File: src/rtl/mem_ctrl_pkg.sv
// mem_ctrl_pkg: shared FSM states, access size codes and byte-lane mask helper
package mem_ctrl_pkg;
    typedef enum logic [1:0] {IDLE, LD_RSP, ST_WRITE, ST_COMMIT} state_t;
    localparam logic [1:0] SZ_BYTE = 2'd0;
    localparam logic [1:0] SZ_HALF = 2'd1;
    localparam logic [1:0] SZ_WORD = 2'd2;
    localparam logic [1:0] SZ_BAD  = 2'd3;
    function automatic logic [3:0] byte_mask(input logic [1:0] size, input logic [1:0] off);
        return size == SZ_BYTE ? 4'b0001 << off : size == SZ_HALF ? 4'b0011 << off : 4'b1111;
    endfunction
endpackage

File: src/rtl/ls_lane_fmt.sv
// ls_lane_fmt: load lane extract/extend and store lane merge into the old memory word
module ls_lane_fmt
    import mem_ctrl_pkg::*;
(
    input  logic [1:0]  size,
    input  logic [1:0]  off,
    input  logic        uns,
    input  logic [31:0] rdata,
    input  logic [31:0] wdata,
    output logic [31:0] load_data,
    output logic [31:0] store_data
);
    logic [31:0] sh_r;
    logic [31:0] sh_w;
    logic [3:0]  mask;
    assign sh_r = rdata >> {off, 3'b000};
    assign sh_w = wdata << {off, 3'b000};
    assign mask = byte_mask(size, off);
    assign load_data = size == SZ_BYTE ? {{24{~uns & sh_r[7]}}, sh_r[7:0]} :
                       size == SZ_HALF ? {{16{~uns & sh_r[15]}}, sh_r[15:0]} : rdata;
    for (genvar i = 0; i < 4; i++) begin : g_lane
        assign store_data[8*i +: 8] = mask[i] ? sh_w[8*i +: 8] : rdata[8*i +: 8];
    end
endmodule

File: src/rtl/mem_access_ctrl.sv
// mem_access_ctrl: sequences fetch and load/store accesses to a 2R/1W byte memory,
// with sub-word read-modify-write stores, alignment/range checks and store->fetch stall.
module mem_access_ctrl
    import mem_ctrl_pkg::*;
#(
    parameter int MEM_SIZE = 1024,
    parameter int XLEN     = 32
) (
    input  logic            clk,
    input  logic            rst_n,
    input  logic            if_req,
    input  logic [31:0]     if_addr,
    output logic [XLEN-1:0] if_rdata,
    output logic            if_valid,
    output logic            if_err,
    input  logic            ls_req,
    input  logic            ls_we,
    input  logic [1:0]      ls_size,
    input  logic            ls_unsigned,
    input  logic [31:0]     ls_addr,
    input  logic [XLEN-1:0] ls_wdata,
    output logic            ls_done,
    output logic            ls_err,
    output logic [XLEN-1:0] ls_rdata,
    output logic            mem_r_enable,
    output logic [31:0]     mem_r_addr1,
    output logic [31:0]     mem_r_addr2,
    input  logic [XLEN-1:0] mem_rdata1,
    input  logic [XLEN-1:0] mem_rdata2,
    output logic            mem_w_enable,
    output logic [31:0]     mem_w_addr,
    output logic [XLEN-1:0] mem_w_data
);
    state_t state, next;
    logic [32:0] ls_top, if_top;
    logic ls_bad, accept, hazard;
    logic [XLEN-1:0] ld_data, st_data;
    assign ls_top = {1'b0, ls_addr[31:2], 2'b00} + 33'd3;
    assign if_top = {1'b0, if_addr} + 33'd3;
    assign ls_bad = (ls_size == SZ_HALF & ls_addr[0]) | (ls_size == SZ_WORD & |ls_addr[1:0]) |
                    ls_size == SZ_BAD | ls_top >= 33'(MEM_SIZE);
    assign accept = state == IDLE & ls_req;
    assign mem_r_enable = accept;
    assign mem_r_addr1 = if_addr;
    assign mem_r_addr2 = {ls_addr[31:2], 2'b00};
    assign if_rdata = mem_rdata1;
    assign if_err = if_req & (|if_addr[1:0] | if_top >= 33'(MEM_SIZE));
    // the word being stored is stale in memory until the commit negedge has passed
    assign hazard = (state == ST_WRITE | state == ST_COMMIT) & if_addr[31:2] == mem_w_addr[31:2];
    assign if_valid = if_req & ~if_err & ~hazard;
    ls_lane_fmt u_fmt (
        .size      (ls_size),
        .off       (ls_addr[1:0]),
        .uns       (ls_unsigned),
        .rdata     (mem_rdata2),
        .wdata     (ls_wdata),
        .load_data (ld_data),
        .store_data(st_data)
    );
    always_comb begin
        next = state;
        next = state == IDLE ? (!ls_req ? IDLE : (ls_we & ~ls_bad) ? ST_WRITE : LD_RSP) :
               state == ST_WRITE ? ST_COMMIT : IDLE;
    end
    always_ff @(posedge clk or negedge rst_n) begin
        if (!rst_n) state <= IDLE;
        else        state <= next;
    end
    always_ff @(posedge clk or negedge rst_n) begin
        if (!rst_n) begin
            ls_done      <= 1'b0;
            ls_err       <= 1'b0;
            ls_rdata     <= '0;
            mem_w_enable <= 1'b0;
            mem_w_addr   <= '0;
            mem_w_data   <= '0;
        end else begin
            ls_done      <= next == LD_RSP | next == ST_COMMIT;
            ls_err       <= accept & ls_bad;
            mem_w_enable <= next == ST_WRITE;
            if (accept & ~ls_we) ls_rdata <= ls_bad ? '0 : ld_data;
            if (accept & ls_we & ~ls_bad) begin
                mem_w_addr <= {ls_addr[31:2], 2'b00};
                mem_w_data <= st_data;
            end
        end
    end
endmodule

File: config.mk
export PLATFORM = sky130hd
export DESIGN_NAME = mem_access_ctrl
export DESIGN_NICKNAME = d
export VERILOG_FILES = /design/src/rtl/mem_ctrl_pkg.sv /design/src/rtl/ls_lane_fmt.sv /design/src/rtl/mem_access_ctrl.sv
export SDC_FILE = /design/constraint.sdc
export NUM_CORES = 1
export LEC_CHECK = 0
export ABC_AREA = 0
export BUFFER_PORTS_ARGS = -buffer_cell sky130_fd_sc_hd__buf_2
export CAP_MARGIN = 20
export CELL_PAD_IN_SITES_DETAIL_PLACEMENT = 0
export CELL_PAD_IN_SITES_GLOBAL_PLACEMENT = 1
export CORE_MARGIN = 2
export CORE_UTILIZATION = 31
export DETAILED_ROUTE_END_ITERATION = 10
export MAX_ROUTING_LAYER = met4
export PLACE_DENSITY_LB_ADDON = 0.1
export SYNTH_ARGS = -nofsm -noshare
export SYNTH_HDL_FRONTEND = slang
export SYNTH_SLANG_ARGS = --single-unit
File: constraint.sdc
create_clock -name clk -period 2.1 [get_ports clk]
set_input_delay 0.105 -clock clk [delete_from_list [all_inputs] [get_ports clk]]
set_output_delay 0.105 -clock clk [all_outputs]
set_load 0.05 [all_outputs]
Word level (Yosys, flattened, before mapping) --
Cells that the tools add are included.
Word-level totals: output and inout bits 198, flip-flop bits (word level) 99, input bits 168, word-level logic and storage cells 66, memories 0, RAM bits 0, memory bits (read-only) 0, bits in latches 0
Cells by class: $add $sub $neg 2, bitwise operators 25, muxes and demuxes 13, eq/ne operators 9, multiply operators 0, order comparisons 2, shift-type cells 4, div/mod/pow operators 0, reduce and logical (&&, ||, !) cells 4
Operators with widths (count):
- $mux W32 | 3
- $add A32 B2 Y33 const B | 2
- $ge A33 B11 Y1 const B | 2
- $mux W8 | 4
- $shl A32 B5 Y32 | 1
- $shr A32 B5 Y16 | 1
- $eq A30 B30 Y1 | 1
- $and A1 B1 Y1 | 14
- $eq A2 B2 Y1 const B | 6
- $mux W2 | 4
- $mux W4 | 2
- $or A1 B1 Y1 | 6
- $not A1 Y1 | 5
- $eq A2 B1 Y1 const B | 2
- $logic_not A2 Y1 | 2
- $reduce_or A2 Y1 | 2
- $shl A1 B2 Y4 const A | 1
- $shl A2 B2 Y4 const A | 1

Logic depth before layout (Yosys ltp) --
word-level depth 12, gate-level depth with buffers 12, depth with buffers taken out 9

Hierarchy --
Synthesis repeated with hierarchy kept, for this count alone.
Second synthesis, totals: cell total of the unflattened synthesis 737, area total of the unflattened synthesis 7221.9 sq um
Modules (own cells, without submodules):
- mem_access_ctrl | cells an instance 507, seq. area each 2452.4 sq um, instances 1, area an instance 5220.0 sq um
- ls_lane_fmt | cells an instance 230, seq. area each 0.0 sq um, instances 1, area an instance 2001.9 sq um

Least setup slack after synthesis --
OpenSTA, ideal clock, no wires.
kind flip-flop to flip-flop, start reg state[0], end reg mem_w_addr[7], setup slack -1023 ps, clock period less this slack 3123 ps, data required time 1975 ps, path buffers 2, cell stages (with the launch flop) 8, arrival time 2998 ps, setup time 125 ps, cells stage by stage dfrtp_1 nor3b_1 nand2_1 or2_1 buf_2 inv_2 buf_4 mux2_2
Between the ends: longest elaborated chain between the ends 4
Ends and longest elaborated chain:
- from (decl) | RTL line mem_access_ctrl.sv:34 | state_t state, next;
- from (signal assigned) | RTL line mem_access_ctrl.sv:67 | else state <= next;
- $logic_not A2 Y1 | RTL line mem_access_ctrl.sv:42 | assign accept = state == IDLE & ls_req;
- $and A1 B1 Y1 | RTL line mem_access_ctrl.sv:42
- net mem_r_enable | RTL line mem_access_ctrl.sv:25 | output logic mem_r_enable,
- $and A1 B1 Y1 (2 in series) | RTL line mem_access_ctrl.sv:82 | if (accept & ls_we & ~ls_bad) begin
- to (signal assigned) | RTL line mem_access_ctrl.sv:83 | mem_w_addr <= {ls_addr[31:2], 2'b00};
- to (decl) | RTL line mem_access_ctrl.sv:31 | output logic [31:0] mem_w_addr,
The timed path passes the listed nets, and every way through them passes these cells. A chain may end at the register's enable or synchronous reset.

Worst setup path in the final report --
start reg mem_w_addr[30], end out if_valid
Between the ends: longest elaborated chain between the ends 4
Ends and longest elaborated chain:
- $eq A30 B30 Y1 | RTL line mem_access_ctrl.sv:49 | assign hazard = (state == ST_WRITE | state == ST_COMMIT) & if_addr[31:2] == mem_w_addr[31:2];
- $and A1 B1 Y1 | RTL line mem_access_ctrl.sv:49
- $not A1 Y1 | RTL line mem_access_ctrl.sv:50 | assign if_valid = if_req & ~if_err & ~hazard;
- $and A1 B1 Y1 | RTL line mem_access_ctrl.sv:50
- to (decl) | RTL line mem_access_ctrl.sv:14 | output logic if_valid,
No other way between the ends.

==> summary.txt <==
Timing
  • Final Hold Fails: 0
  • Max_slew headroom: 48.2%
  • Slew @ Worst Pin: 0.774 ns
  • Setup TNS: -0.233 ns
  • Final Cycle Share: 111%
  • Final WS setup: -0.233 ns
  • RSZ-0062 raised after global routing: yes
  • Fin crit period: 2.33 ns
  • Fin. max-slew vios: 0
  • Fmax: 0.429 GHz
  • Setup Skew: 0.00926 ns
  • Final setup fails: 1

Synth
  • Netlist cell types: 53
  • Synthesized instance count: 718
  • Yosys top cell by area: dfrtp_1
  • Area contributors post-synth: dfrtp_1 (38%), buf_4 (12%), mux2i_1 (5.0%)
  • Ys flop type: dfrtp_1
  • Post-synthesis async set-or-reset flop share: 100%
  • Number of flops mapped to enable cells by yosys: 0
  • Syn. warnings: 0
  • Sequential area share after synthesis: 38.4%
  • Share of the synthesized area in the top cell type: 38.4%
  • Flops & latches, synth: 98
  • Syn Area/Cell: 8.89 µm²
  • Synth cell count leaders: buf_4 (99), dfrtp_1 (98), nand2_1 (73)
  • Cell with the most instances after synthesis: buf_4
  • Mapped cell area: 0.00638 mm²

Clock tree
  • CTS Buffer Depth: 2
  • Total clock sinks: 98
  • Htree depth: 3
  • TritonCTS clock tree: yes
  • Root Driver: clkbuf_16
  • CTS Buf Count: 9
  • Worst-Skew Late Latency: 0.35 ns
  • Clock transition at path regs: 0.07 ns

Global route
  • First-pass GRT wire length: 36,700 µm
  • Vias in the first global route: 6,077
  • Largest net degree at the start of global routing: 61
  • GRT Util Overall: 22.9%
  • Grt ovf: 0
  • Initial antenna violation count: 3

Worst setup path
  • Setup CP Type: reg2out
  • Crit Path Max Fanout: 2
  • CP required: 2.00 ns
  • CP arrival: 2.23 ns
  • Critical Path End Type: output port
  • Startpoint Class: flip-flop

Die
  • Die height: 147 µm
  • Initial Util: 31.5%
  • # IOs: 366
  • Placeable Area: 0.0202 mm²
  • DIE WIDTH: 147 µm
  • Full die area: 0.0218 mm²
  • Std-Cell Rows: 52

Finish
  • Area delta synth->final: 30.2%
  • Share of layout cells above drive strength 1: 44.3%
  • Post-route cell area: 0.00831 mm²
  • Nets: 1,127
  • Fin cells: 1,233

Pwr
  • Pwr Total: 5.01 mW
  • Leakage power: 4.33 nW
  • P per Cell Area: 602 mW/mm²
  • Worst VDD drop: 0.339 mV

Route
  • Post-route ant nets: 0
  • DR iter-0 viols: 383
  • DRT Wirelength: 24,700 µm
  • WL/cell: 20.0 µm
  • Routed via count: 6,063
  • Router iterations before antenna repair: 5
  • Vias per cell: 4.92
  • DRC viols: 0

Run status
  • Status: finished with violations
  • Failing checks: negative setup slack

Placed design
  • Placer Congestion: 0.882
  • Cell Area, Placed: 0.00785 mm²
  • Placed Cells: 1,210
  • I/O Buffers: 297
  • Hpwl dp: 20,100 µm

Worst hold path
  • Worst hold path type: in2reg

Flow run
  • Total of max-cap violations: 0
[final timing paths]
kind	start	endpoint	slack [ns]	depth (start not counted)
worst max-delay path	mem_w_addr[30]$_DFFE_PN0P_	if_valid	-0.23	7
worst min-delay path	ls_addr[7]	mem_w_addr[7]$_DFFE_PN0P_	0.01	2
worst max register to register	state[1]$_DFF_PN0_	mem_w_addr[5]$_DFFE_PN0P_	0.18	5
worst min register to register	mem_w_data[17]$_DFFE_PN0P_	mem_w_data[17]$_DFFE_PN0P_	0.48	2
max in group asynchronous	rst_n	state[0]$_DFF_PN0_	1.10	3
min in group asynchronous	rst_n	mem_w_data[6]$_DFFE_PN0P_	0.27	2
[cells by family after synthesis]
| group | count (synthesis) | synth area share (%) |
|---|---|---|
| buf+inv | 146 | 14.7 |
| mux | 50 | 8.19 |
| compound gates | 159 | 16.0 |
| fa+ha+maj | 4 | 0.784 |
| xor+xnor | 30 | 4.12 |
| flops | 98 | 38.4 |
| simple gates | 230 | 17.7 |
| other cells | 1 | 0.0588 |
[sequential cells by signal, indices dropped and copies added, names as in the netlist]
name and flops:
mem_w_addr 30, mem_w_enable 1, ls_err 1, ls_rdata 32, state 2, mem_w_data 32
[per-layer routing]
layer	vias up	global-route usage (%)	wire length [µm]
met5	-	-	0
li1	2876	-	-
met1	2862	30.9	11200
met2	283	35.4	11400
met3	42	4.32	1540
met4	0	6.39	518
[metrics by stage]
step,setup slack [ns],utilization (%),hold slack (ns)
floorplan,-0.0711,-,-0.191
global placement,-0.157,38.8,0.111
detailed placement,-0.166,38.8,0.118
CTS,-0.270,40.9,0.00792
global route,-0.336,41.1,0.00260
finish,-0.233,41.1,0.0115
[power by group]
group | internal (mW) | leakage [nW] | switching, mW
Sequential | 1.89 | 1.35 | 0.00267
Combinational | 0.335 | 2.80 | 0.721
Clock | 1.32 | 0.180 | 0.741
[area by class of cell]
cell class | count | area, µm²
Inverter | 13 | 53.8
Multi-Input combinational cell | 477 | 3090
Clock inverter | 5 | 125
Sequential cell | 98 | 2460
Tap cell | 270 | 338
Timing Repair Buffer | 356 | 1990
Clock buffer | 11 | 243
Fill cell | 2132 | 11900
Antenna cell | 3 | 7.51
[critical path: stages, from the launching register on]
cell     delay (ns)
dfrtp_1        0.41
xnor2_2        0.21
nand4_1        0.13
or4_4          0.57
o41ai_2        0.21
buf_4          0.17
nor3_4         0.03
buf_6          0.15
[what timing repair did]
item	4_1_cts	5_1_grt
hold endpoints to repair	40	0
resized for setup	6	6
endpoints found under the setup margin	2	2
cloned	0	0
pin swaps	4	3
hold buffers	3	0
setup buffers	1	0
[placed cells by master, fill, tap and decap left out, types with 4 or more instances in the layout]
cell	Yosys	final
inv_1	11	11
and3_1	5	5
nand2_1	73	73
a21boi_0	4	4
o31ai_1	5	5
bufinv_16	0	4
a22oi_1	4	4
o211ai_1	10	10
clkbuf_16	0	9
mux2i_1	32	32
ha_1	4	4
nor4_1	9	8
nand3_1	6	6
o22ai_1	9	9
dfrtp_2	0	9
nand4_1	10	10
nor2b_1	20	20
a221oi_1	16	13
xor2_1	4	4
xnor2_1	26	24
o21ai_2	10	10
nor2_1	59	59
o21ai_0	55	55
nor3_1	10	9
and2_1	25	25
buf_2	5	292
conb_1	1	4
mux2_2	18	15
dfrtp_1	98	89
buf_4	99	56
a21oi_1	30	30
No activity file was read; power rests on OpenSTA's default activity.
